<file path="src/rtl/nibble_packer_pkg.sv">
// Shared read-side definitions: packer FSM encoding and slot-counter width helper.
package nibble_packer_pkg;

    typedef enum logic {
        ST_FILL  = 1'b0,
        ST_DRAIN = 1'b1
    } state_e;

    // Slot-counter width; a single slot would still need one bit to hold zero.
    function automatic int unsigned cnt_w(input int unsigned ratio);
        return (ratio > 1) ? $clog2(ratio) : 1;
    endfunction

endpackage

</file>
<file path="src/rtl/nibble_packer.sv">
// Pops RATIO WIDTH-bit words from the async FIFO read side and presents them packed over valid/ready.
// Optional even-parity output par_o is enabled by defining PACKER_PARITY_EN.
module nibble_packer
    import nibble_packer_pkg::*;
#(
    parameter int unsigned WIDTH = 4,
    parameter int unsigned RATIO = 4
) (
    input  logic                   rclk,
    input  logic                   rst_i,
    input  logic                   fifo_empty_i,
    input  logic [WIDTH-1:0]       fifo_dat_i,
    output logic                   fifo_ren_o,
    output logic [WIDTH*RATIO-1:0] dat_o,
    output logic                   vld_o,
    input  logic                   rdy_i
`ifdef PACKER_PARITY_EN
    ,
    output logic                   par_o
`endif
);

    localparam int unsigned CW = cnt_w(RATIO);
    localparam int unsigned OW = WIDTH * RATIO;
    localparam logic [CW:0]   SLOTS = (CW + 1)'(RATIO);
    localparam logic [CW-1:0] LAST  = CW'(RATIO - 1);

    state_e          state_q;
    logic [CW-1:0]   cnt_q;
    logic            pend_q;
    logic [OW-1:0]   buf_q;
    logic [CW:0]     inflight;
    logic [OW-1:0]   word_next;

    always_comb begin
        // Slots already filled plus the read still in flight must never exceed RATIO.
        inflight   = {1'b0, cnt_q} + {{CW{1'b0}}, pend_q};
        fifo_ren_o = !rst_i && (state_q == ST_FILL) && !fifo_empty_i && (inflight < SLOTS);
        word_next  = {fifo_dat_i, buf_q[OW-WIDTH-1:0]};
    end

    always_ff @(posedge rclk) begin
        if (rst_i) begin
            state_q <= ST_FILL;
            cnt_q   <= '0;
            pend_q  <= 1'b0;
            buf_q   <= '0;
            dat_o   <= '0;
            vld_o   <= 1'b0;
`ifdef PACKER_PARITY_EN
            par_o   <= 1'b0;
`endif
        end else begin
            pend_q <= fifo_ren_o;
            unique case (state_q)
                ST_FILL: begin
                    if (pend_q) begin
                        buf_q[cnt_q*WIDTH +: WIDTH] <= fifo_dat_i;
                        if (cnt_q == LAST) begin
                            dat_o   <= word_next;
                            vld_o   <= 1'b1;
                            cnt_q   <= '0;
                            state_q <= ST_DRAIN;
`ifdef PACKER_PARITY_EN
                            par_o   <= ^word_next;
`endif
                        end else begin
                            cnt_q <= cnt_q + 1'b1;
                        end
                    end
                end
                ST_DRAIN: begin
                    if (rdy_i) begin
                        vld_o   <= 1'b0;
                        state_q <= ST_FILL;
                    end
                end
            endcase
        end
    end

endmodule

</file>
<file path="config.mk">
export PLATFORM = sky130hd
export DESIGN_NAME = nibble_packer
export DESIGN_NICKNAME = d
export VERILOG_FILES = /design/src/rtl/nibble_packer_pkg.sv /design/src/rtl/nibble_packer.sv
export SDC_FILE = /design/constraint.sdc
export NUM_CORES = 1
export LEC_CHECK = 0
export CELL_PAD_IN_SITES_DETAIL_PLACEMENT = 0
export CELL_PAD_IN_SITES_GLOBAL_PLACEMENT = 1
export CORE_MARGIN = 2
export CORE_UTILIZATION = 30
export CTS_CLUSTER_SIZE = 14
export DETAILED_ROUTE_END_ITERATION = 10
export PLACE_DENSITY_LB_ADDON = 0.1
export SYNTH_ARGS = -nofsm -noshare
export SYNTH_HDL_FRONTEND = slang
export SYNTH_SLANG_ARGS = --single-unit
</file>
<file path="constraint.sdc">
create_clock -name rclk -period 3.26 [get_ports rclk]
set_input_delay 0.326 -clock rclk [delete_from_list [all_inputs] [get_ports rclk]]
set_output_delay 0.326 -clock rclk [all_outputs]
set_load 0.005 [all_outputs]
</file>
==> results.toml <==
[status]
status = "finished clean"

[timing]
post-route-min-period_ps = 2020
fmax_ghz = 0.496
relSlewSlack_pct = 57.8
tightest_slew_ps = 633
setup_viol = 0
slew_violations = 0
setup_tns_ps = 0
rsz0062_at_grt = "no"
period_share_pct = 61.9
fin_worst_skew_ps = 3.44
hold_viol = 0

[setup_path]
cpPeakStageDelay_ps = 550
required_ps = 2930
path_class = "reg -> out"
r2r-end = "dat_o[3]"
cp_slowest_cell = "clkdlybuf4s50_1"
ff2ff_setup_slack_ps = 1410
cp_max_fo = 12
path_cells = "and3_2 -> nor4_1 -> clkdlybuf4s50_1"
cp-start-kind = "flip-flop"
arrival_ps = 1690
worst_setup_path_end_kind = "output port"
rr_startpoint = "cnt_q[0]"
reg2regPathDepth = 4

[clocking]
cts_buffers = 5
cts.sinks = 33
clock_latency_ps = 280
cts-resized-gates = 0
cts_tree = "done"
cts_root_buf = "clkbuf_8"
htreeDepth = 2
postCtsHoldBufs = 0
cts_setup_buffers = 0
clk_pin_slew_worst_paths_ps = 60
cts_max_path_buffers = 2

[logic_synthesis]
synth_area_um2 = 1400
ys_seq_area_share_pct = 47.4
synth_cell_types = 23
syn_area_per_cell_um2 = 8.77
synth.top_cell.area_share_pct = 47.4
synth_warnings = 0
syn-num-nets = 172
yosysTopAreaCell = "dfxtp_1"
yosys_register_bits = 33
synth_cells = 159
synth_area_leaders = "dfxtp_1 (47%), nand2_1 (11%), a21oi_1 (10%), ha_1 (4.5%), nand4_1 (3.6%)"

[routing]
vias = 1130
dr.pass1.iters = 4
routedWlPerCell_um = 12.3
avgViaCountPerCell = 4.85
routed_wl_um = 2860
drt_iter0_markers = 48
remaining_drc_errors = 0
ant_nets = 0

[final_layout]
fin_nets = 194
n_fill_cell = 449
fin_cells = 233
antenna_cells = 0
area_growth_pct = 22.9
drive_above_1_share_pct = 6.08

[global_routing]
grt_pass1_wl_um = 5010
overflow = 0
antenna_found_initial = 0
grt_use_total_pct = 12.5
grt_max_degree = 34
grt_pass1_vias = 1117

[placement]
io_buffers = 25
gp_congestion = 0.740
hpwl_um = 1990
dp_cells = 226

[floorplan]
core_area_um2 = 4410
dieArea_um2 = 5210
fp.dieW_um = 72.2
pin_count = 26
die_h_um = 72.2
rows = 24
start_util_pct = 31.6

[hold_path]
hold_class = "reg -> reg"
min_path_cells = 2
hold_path_end = "buf_q[7]"
worstHoldStart = "buf_q[7]"

[flow_run]
drv_cap = 0

[pwr]
powerDensity_nw_per_um2 = 450
peakVddDrop_uv = 240
leakage_nw = 0.591
[layout make-up]
class / instances / area (µm²) / share of cell area, %
inverter: 2 / 7.51 / 0.438
multi-input combinational: 113 / 637 / 37.2
sequential: 33 / 661 / 38.5
timing repair buffer: 26 / 258 / 15.0
tap: 52 / 65.1 / 3.80
clock buffer: 7 / 86.3 / 5.04
[metrics by stage]
| step | cell area, µm² | power, mW | hold slack, ps | setup WS [ps] | util (%) |
|---|---|---|---|---|---|
| after floorplan | 1400 | 0.457 | 403 | 1830 | - |
| after global placement | 1630 | 0.472 | 440 | 1390 | 36.9 |
| after detailed placement | 1630 | 0.473 | 446 | 1360 | 36.9 |
| after CTS | 1710 | 0.783 | 455 | 1220 | 38.8 |
| after global routing | 1710 | 0.802 | 474 | 1170 | 38.8 |
| final | 1710 | 0.771 | 452 | 1240 | 38.8 |
[layer usage]
layer  GRT usage [%]  up-vias  routed length (µm)
met3            3.33        8                 103
met1            15.1      519                1330
met5               0        -                   0
li1                -      581                   -
met2            20.3       22                1360
met4            6.92        0                  71
[worst max path at each step]
| stage | slack [ps] | end | from | depth (start not counted) |
|---|---|---|---|---|
| after global placement | 1390 | fifo_ren_o | rst_i | 3 |
| after detailed placement | 1360 | fifo_ren_o | rst_i | 3 |
| final | 1240 | fifo_ren_o | cnt_q[0] | 3 |
| after CTS | 1220 | fifo_ren_o | cnt_q[0] | 3 |
| after floorplan | 1830 | buf_q[8] | cnt_q[0] | 6 |
| after global routing | 1170 | fifo_ren_o | cnt_q[0] | 3 |
[cells in the final DEF, fill, tap and decap left out, drive strengths merged]
master         count
nand3              4
inv                2
mux2i              2
nand2b             5
a21oi             30
clkbuf             7
nand4              8
buf                1
nor2               5
nor4               2
nor4b              1
clkdlybuf4s50     25
and3               1
ha                 5
nand2             41
nand3b             3
dfxtp             33
nor2b              2
and3b              4
[synth_stat cells (all sizes together)]
library cell / n
a21oi: 30
and3: 1
and3b: 4
buf: 6
clkbuf: 5
dfxtp: 33
ha: 5
inv: 2
mux2i: 2
nand2: 41
nand2b: 5
nand3: 4
nand3b: 3
nand4: 8
nor2: 5
nor2b: 2
nor4: 2
nor4b: 1
[where the power goes]
group | switching, mW | internal (mW) | leakage (nW)
Clock | 0.140 | 0.167 | 0.0443
Combinational | 0.0268 | 0.0222 | 0.280
Sequential | 0.00678 | 0.408 | 0.266
Total | 0.174 | 0.597 | 0.591
[sequential cells by signal, summed over array words and instances, names as in the netlist]
signal / count
dat_o: 16
buf_q: 12
cnt_q: 2
pend_q: 1
state_q: 1
vld_o: 1
[logic make-up (layout without fill, tap and decap cells)]
logic type / after synthesis / in the layout / synth area share, %
simple gates: 76 / 76 / 28.7
flops: 33 / 33 / 47.4
compound gates: 30 / 30 / 11.0
buf+inv: 13 / 35 / 6.99
fa+ha+maj: 5 / 5 / 4.48
mux: 2 / 2 / 1.44
[critical path, delay by kind of cell, from the launching register on]
kind / cells / cell delay, ps
buffers and inverters: 1 / 550
DFF: 1 / 440
and+or+nand+nor: 2 / 420
No activity file was read; power rests on OpenSTA's default activity.
